<file path="config.mk">
export PLATFORM = sky130hd
export DESIGN_NAME = fpdiv_ctrl
export DESIGN_NICKNAME = d
export VERILOG_FILES = /design/src/rtl/fpdiv_ctrl.sv
export SDC_FILE = /design/constraint.sdc
export NUM_CORES = 1
export LEC_CHECK = 0
export ABC_AREA = 1
export BUFFER_PORTS_ARGS = -buffer_cell sky130_fd_sc_hd__buf_2
export CAP_MARGIN = 15
export CELL_PAD_IN_SITES_DETAIL_PLACEMENT = 0
export CELL_PAD_IN_SITES_GLOBAL_PLACEMENT = 1
export CORE_MARGIN = 2
export CORE_UTILIZATION = 30
export DETAILED_ROUTE_END_ITERATION = 6
export GPL_TIMING_DRIVEN = 0
export MAX_ROUTING_LAYER = met4
export PLACE_DENSITY_LB_ADDON = 0.1
export SYNTH_ARGS = -nofsm -noshare
export SYNTH_HDL_FRONTEND = slang
export SYNTH_SLANG_ARGS = --single-unit
</file>
<file path="constraint.sdc">
create_clock -name clk -period 1.8 [get_ports clk]
set_input_delay 0.09 -clock clk [delete_from_list [all_inputs] [get_ports clk]]
set_output_delay 0.09 -clock clk [all_outputs]
set_load 0.005 [all_outputs]
</file>
<file path="src/rtl/fpdiv_ctrl.sv">
// fpdiv_ctrl: step sequencer for the Goldschmidt fpdiv datapath.
// Drives the mux selects and register enables through the setup, refinement,
// final-multiply and rounding steps, then pulses done.
//
// Ports:
//   clk, reset       : clock and synchronous active-high reset
//   start, rmode_in  : divide request (sampled in IDLE) and rounding mode
//   busy, done       : sequence in flight / one-cycle completion pulse
//   sel_muxa/b       : datapath mux selects
//   enA/enB/enC/enR  : datapath register enables
//   rMode            : rounding mode captured at the accepted start
module fpdiv_ctrl #(
  parameter int ITER   = 3,
  parameter int SETTLE = 1
) (
  input  logic       clk,
  input  logic       reset,
  input  logic       start,
  input  logic       rmode_in,
  output logic       busy,
  output logic       done,
  output logic [1:0] sel_muxa,
  output logic [1:0] sel_muxb,
  output logic       enA,
  output logic       enB,
  output logic       enC,
  output logic       enR,
  output logic       rMode
);

  localparam int NSTEP = 2 * ITER + 3;
  localparam int SW    = 5;

  localparam logic [SW-1:0] LAST_STEP = SW'(NSTEP - 1);
  localparam logic [1:0]    LAST_SET  =
    2'((SETTLE == 0) ? 0 : SETTLE - 1);
  localparam bit NO_SETTLE = (SETTLE == 0);

  typedef enum logic [2:0] {
    IDLE,
    SETUP,
    FIRE,
    ROUND,
    DONE
  } state_t;

  state_t          state_q;
  state_t          state_d;
  logic [SW-1:0]   step_q;
  logic [SW-1:0]   step_d;
  logic [1:0]      set_q;
  logic [1:0]      set_d;
  logic            rmode_d;

  logic            busy_d;
  logic            done_d;
  logic [1:0]      sa_d;
  logic [1:0]      sb_d;
  logic            ena_d;
  logic            enb_d;
  logic            enc_d;
  logic            enr_d;

  logic            s_first;
  logic            s_second;
  logic            s_ac;
  logic            s_b;
  logic [1:0]      step_sa;
  logic [1:0]      step_sb;

  // State, counters and all outputs are registered together, so the
  // outputs are decoded from the next state rather than the current one.
  always_ff @(posedge clk) begin
    if (reset) begin
      state_q  <= IDLE;
      step_q   <= '0;
      set_q    <= '0;
      rMode    <= 1'b0;
      busy     <= 1'b0;
      done     <= 1'b0;
      sel_muxa <= 2'b00;
      sel_muxb <= 2'b00;
      enA      <= 1'b0;
      enB      <= 1'b0;
      enC      <= 1'b0;
      enR      <= 1'b0;
    end else begin
      state_q  <= state_d;
      step_q   <= step_d;
      set_q    <= set_d;
      rMode    <= rmode_d;
      busy     <= busy_d;
      done     <= done_d;
      sel_muxa <= sa_d;
      sel_muxb <= sb_d;
      enA      <= ena_d;
      enB      <= enb_d;
      enC      <= enc_d;
      enR      <= enr_d;
    end
  end

  always_comb begin
    state_d = state_q;
    step_d  = step_q;
    set_d   = set_q;
    rmode_d = rMode;
    unique case (state_q)
      IDLE: begin
        if (start) begin
          rmode_d = rmode_in;
          step_d  = '0;
          set_d   = '0;
          state_d = NO_SETTLE ? FIRE : SETUP;
        end
      end
      SETUP: begin
        if (set_q == LAST_SET) begin
          set_d   = '0;
          state_d = FIRE;
        end else begin
          set_d = set_q + 2'd1;
        end
      end
      FIRE: begin
        if (step_q == LAST_STEP) begin
          state_d = ROUND;
        end else begin
          step_d  = step_q + 5'd1;
          set_d   = '0;
          state_d = NO_SETTLE ? FIRE : SETUP;
        end
      end
      ROUND: state_d = DONE;
      DONE:  state_d = IDLE;
      default: state_d = IDLE;
    endcase
  end

  // Step table: steps 0 and 1 are the initial multiply; afterwards odd
  // steps are A/C updates and even steps (including the last) are B.
  always_comb begin
    s_first  = (step_d == 5'd0);
    s_second = (step_d == 5'd1);
    s_ac     = step_d[0] && !s_second;
    s_b      = !step_d[0] && !s_first;
    step_sa  = 2'b00;
    step_sb  = 2'b00;
    unique case (1'b1)
      s_first: begin
        step_sa = 2'b10;
        step_sb = 2'b01;
      end
      s_second: begin
        step_sa = 2'b10;
        step_sb = 2'b00;
      end
      s_ac: begin
        step_sa = 2'b00;
        step_sb = 2'b11;
      end
      s_b: begin
        step_sa = 2'b00;
        step_sb = 2'b10;
      end
      default: begin
        step_sa = 2'b00;
        step_sb = 2'b00;
      end
    endcase
  end

  always_comb begin
    busy_d = 1'b0;
    done_d = 1'b0;
    sa_d   = 2'b00;
    sb_d   = 2'b00;
    ena_d  = 1'b0;
    enb_d  = 1'b0;
    enc_d  = 1'b0;
    enr_d  = 1'b0;
    unique case (state_d)
      SETUP: begin
        busy_d = 1'b1;
        sa_d   = step_sa;
        sb_d   = step_sb;
      end
      FIRE: begin
        busy_d = 1'b1;
        sa_d   = step_sa;
        sb_d   = step_sb;
        enb_d  = !step_d[0];
        ena_d  = step_d[0];
        enc_d  = step_d[0];
      end
      ROUND: begin
        busy_d = 1'b1;
        sb_d   = 2'b10;
        enr_d  = 1'b1;
      end
      DONE: begin
        done_d = 1'b1;
      end
      default: begin
        busy_d = 1'b0;
      end
    endcase
  end

endmodule

</file>
### After elaboration in Yosys (flattened, before gate mapping)

Index checks and enable logic that the tools add are counted.

* output and inout bits: 11
* word-level logic and storage cells: 59
* flip-flop bits (word level): 20

* equality and inequality tests: 11
* bitwise gates (word level): 2
* reductions and logical operators: 16
* multiplexer cells: 17
* add/subtract/negate cells: 2

Operators by type and width (count)
* $eq 3x2->1 const B: 4
* $pmux 2 s3: 2
* $pmux 3 s4: 1
* $mux 2: 5
* $mux 5: 2
* $pmux 5 s2: 1
* $reduce_or 2->1: 4
* $eq 3x1->1 const B: 2
* $mux 3: 2
* $add 5x1->5 const B: 1
* $eq 5x1->1 const B: 1
* $eq 5x4->1 const B: 1
* $logic_not 5->1: 1
* $ne 2x2->1 const B: 2
* $pmux 2 s2: 1
* $eq 3x3->1 const B: 1
* $logic_not 1->1: 3
* $logic_not 3->1: 1
* $mux 1: 3
* $reduce_and 3->1: 1
* $reduce_bool 3->1: 1
* $reduce_or 3->1: 1
* $add 2x1->2 const B: 1
* $logic_and 1x1->1: 2
* 3 further kinds: 4

### Logic depth before layout (Yosys ltp)

* depth in word-level cells: 8
* depth in mapped cells: 11
* mapped depth without buffers: 11

### Least setup slack after synthesis

Ideal clock, no wire load.

* kind: reg2reg
* start point: register step_q[0]
* end point: register sel_muxb[1]
* data required time: 1684 ps
* slack: 505 ps
* arrival: 1179 ps
* stages on the path, launching flop included: 11
* clock period less this slack: 1295 ps
* cells stage by stage: dfxtp_1 -> ha_1 -> inv_1 -> nand2_1 -> nand2_1 -> nand3_1 -> nand2_1 -> nor2_1 -> nand3_1 -> nand2_1 -> o21ai_1

* longest elaborated chain between the ends: 8
* elaborated cells between the ends (all ways): 20
* those cells by class: add/sub: 1; eq/ne: 5; mux: 7; reduce/logical: 7

RTL lines
* start: declaration: RTL line 49 `logic [SW-1:0] step_q;`
* start signal: assignment: RTL line 89 `step_q <= step_d;`
* $add 5x1->5 / $eq 5x4->1 (equally long branches): RTL line 129, 126
* $mux 5: RTL line 126 `if (step_q == LAST_STEP) begin`
* $pmux 5 s2: RTL line 108 `unique case (state_q)`
* $eq 5x1->1 / $logic_not 5->1 (equally long branches): RTL line 144, 143
* $logic_not 1->1, on equally long branches: RTL line 145, 146
* $logic_and 1x1->1, on equally long branches: RTL line 145, 146
* $pmux 2 s3: RTL line 149 `unique case (1'b1)`
* $pmux 2 s2 *: RTL line 182 `unique case (state_d)`
* end signal: assignment: RTL line 82 `sel_muxb <= 2'b00;`
* end signal: assignment: RTL line 95 `sel_muxb <= sb_d;`
* end: declaration: RTL line 23 `output logic [1:0] sel_muxb,`

Mark *: on every way between the ends. The rest lies on a longest branch, timed or not.
A chain may end at the register's enable or synchronous reset.

### Worst setup path in the final report

* start point: register state_q[1]
* end point: register sel_muxb[1]

* longest elaborated chain between the ends: 7
* elaborated cells between the ends (all ways): 21
* those cells by class: eq/ne: 7; mux: 6; reduce/logical: 8

RTL lines
* start: declaration: RTL line 47 `state_t state_q;`
* start signal: assignment: RTL line 88 `state_q <= state_d;`
* $eq 3x2->1 / $logic_not 3->1 (equally long branches): RTL line 108
* $pmux 5 s2: RTL line 108
* $eq 5x1->1 / $logic_not 5->1 (equally long branches): RTL line 144, 143
* $logic_not 1->1, on equally long branches: RTL line 145, 146
* $logic_and 1x1->1, on equally long branches: RTL line 145, 146
* $pmux 2 s3: RTL line 149
* $pmux 2 s2 *: RTL line 182

Marks and branches as above.

==> results.ini <==
[routing]
vias=767
vias_per_cell=4.59
wl_per_cell_um=10.6
drcViolationCount=0
drt_iter0_drc=13
ant_nets=0
wirelength_mm=1.77
drt_first_pass_iters=4

[yosys]
netlist.area_leader.share_pct=42.7
synth_ff_type=dfxtp_1
ys_warn_count=0
yosys-top-cells-area=dfxtp_1 (43%), nand2_1 (8.0%), nand3_1 (7.9%)
yosysTopAreaCell=dfxtp_1
synth_cell_types=22
synth_cells=119
syn_nets=127
avgSynthCellArea_um2=7.49
synth-seq-cells=19
async_flop_share_pct=0
synth-edff-count=0
ys_seq_area_share_pct=42.7
synth_common_cells=dfxtp_1 (19), nand2_1 (19), inv_1 (18)
synth.cell_area_um2=891

[pwr]
swShare_pct=26.7
p_switching_w=0.000201
total_power_w=0.000755
internal_power_w=0.000553
p_leak_nw=0.493
power.density_nw_per_um2=738
comb_power_share_pct=11.6
peakVddDrop_mv=0.443
power_frac_clock_pct=28.8
p_seq_share_pct=59.6

[clock_tree]
htree_levels=1
worstSkewPairLatency_ns=0.29
clkTransAtPathRegs_ns=0.11
clockBufferDepth=2
cts_made_buffers=3
cts_resized=0
hold_buffers=0
post-cts-setup-buffer-count=0
cts_tree=yes
clkSinkCount=19
clock_tree.root_cell=clkbuf_4

[critical_path]
arrival_ns=1.78
r2r_start=state_q[1]$_SDFF_PP0_
r2r_cells=8
crit_type=reg2reg
crit_family=simple AND/OR/NAND/NOR gates
end_kind=flop
r2r_slack_ns=0.22
slowest_delay_ns=0.40
worst-path-buf-inv=0
critPathMaxFanout=7
crit_slowest_cell=dfxtp_1
critPathLaunchType=flop
crit_start=state_q[1]$_SDFF_PP0_
path_cells=nor2_2, nand3_2, nand3_1, nand2_1, nor2_1, nand3_1, nand2_1, o21ai_1
path_depth=8
timing.rr.end=sel_muxb[1]$_SDFF_PP0_
endpoint=sel_muxb[1]$_SDFF_PP0_
critPathRequiredTime_ns=2.00

[timing]
report.final.slew_viol_count=0
min_period_ns=1.58
rsz0062_at_grt=false
tns_ns=0
skew_ns=0.00234
finalCritPeriodShare_pct=87.8
setup_violations=0
max_freq_ghz=0.633
finalHoldViolations=0
hold-worst-slack_ns=0.0308

[grt]
grt_pass1_wl_mm=3.05
antenna_found_initial=0
grt_overflow=0
grt.total_usage_pct=12.3
grt_start_max_net_pins=12
grt_pass1_vias=711

[die]
core_um2=2780
fp.dieH_um=58.5
die_w_um=58.5
rows=19
dieArea_um2=3420
start_util_pct=32.0
pin_count=15

[final_layout]
syn_to_final_growth_pct=14.7
fin_nets=145
drive_above_1_share_pct=22.1
n_antenna_cell=0

[hold_path]
hold_class=in2reg

[place]
hpwl_mm=1.33
gp_congestion=0.725
io_buffers=13

[run_status]
outcome=finished clean

[flow_run]
maxCapViolations=0

[final cells by class]
cell class / instances / area (µm²)
repair buffers: 13 / 65.1
clock inverters: 1 / 5.00
fillers: 298 / 1760
plain buffers: 4 / 23.8
multi-input cells: 76 / 412
flip-flops and latches: 19 / 380
inverters: 20 / 75.1
clock buffers: 3 / 22.5
well taps: 31 / 38.8
[registers in the layout, summed over array words and instances (netlist names)]
signal,count
rMode,1
step_q,5
sel_muxa,1
enR,1
enC,1
state_q,3
done,1
set_q,2
sel_muxb,2
busy,1
enB,1
[power by group through the flow]
stage | clock [W] | combinational [W] | sequential (W)
2_1_floorplan | 0 | 0.0000570 | 0.000459
3_3_place_gp | 0 | 0.0000894 | 0.000458
3_5_place_dp | 0 | 0.0000890 | 0.000459
4_1_cts | 0.000232 | 0.0000897 | 0.000450
5_1_grt | 0.000257 | 0.000100 | 0.000453
6_report | 0.000217 | 0.0000876 | 0.000450
[metal layers]
layer | track usage (%) | up-vias | share of wire (%)
met5 | - | - | 0
li1 | - | 412 | -
met2 | 21.0 | 6 | 50
met3 | 1.98 | 2 | 2.3
met1 | 13.8 | 347 | 46
met4 | 5.98 | 0 | 0.96
[worst register-to-register path, delay by kind of cell (launching register included)]
family          cells  cell delay, ns
flops               1            0.40
simple gates        7            1.02
compound gates      1            0.06
[cell usage in the layout (no fill, tap or decap)]
master / Yosys / layout
inv_2: 2 / 2
nand4_1: 3 / 3
a21oi_2: 1 / 1
clkbuf_4: 0 / 3
nor4_4: 1 / 1
o21ai_1: 1 / 1
clkbuf_1: 1 / 1
nand3_1: 14 / 14
dfxtp_1: 19 / 19
nor2_4: 1 / 1
nand3_2: 2 / 2
a21oi_1: 8 / 8
clkinv_2: 0 / 1
conb_1: 1 / 1
buf_2: 1 / 14
inv_1: 18 / 18
nand2_2: 2 / 2
nor2_2: 1 / 1
o21ai_0: 2 / 2
nor3_1: 2 / 2
ha_1: 4 / 4
buf_4: 2 / 2
nor2_1: 14 / 14
nand2_1: 19 / 19
[metrics by stage]
| step | worst slack, ns | cells | cell area (µm²) | util [%] |
|---|---|---|---|---|
| 3_3_place_gp | 0.257 | 163 | 995 | 35.8 |
| 6_report | 0.219 | 167 | 1020 | 36.8 |
| 4_1_cts | 0.194 | 167 | 1020 | 36.8 |
| 5_1_grt | 0.0280 | 167 | 1020 | 36.8 |
| 2_1_floorplan | 0.505 | 119 | 891 | - |
| 3_5_place_dp | 0.256 | 163 | 995 | 35.8 |
[worst min path at each step]
stage | slack (ns) | to | cells past startpoint | start
2_1_floorplan | 0.17 | done$_SDFF_PP0_ | 1 | reset
3_3_place_gp | 0.35 | state_q[2]$_SDFF_PP0_ | 2 | reset
3_5_place_dp | 0.35 | done$_SDFF_PP0_ | 2 | reset
4_1_cts | 0.02 | done$_SDFF_PP0_ | 2 | reset
5_1_grt | 0.02 | state_q[2]$_SDFF_PP0_ | 2 | reset
6_report | 0.03 | done$_SDFF_PP0_ | 2 | reset
[cells by family (layout without fill, tap and decap cells)]
| group | Yosys count | in the layout | synth area share, % |
|---|---|---|---|
| adders and majority gates | 4 | 4 | 5.62 |
| other | 1 | 1 | 0.421 |
| buffers and inverters | 24 | 41 | 11.1 |
| and+or+nand+nor | 59 | 59 | 33.0 |
| DFF | 19 | 19 | 42.7 |
| AOI/OAI and AO/OA | 12 | 12 | 7.16 |
Note: power is estimated with default switching activity, not from simulation.
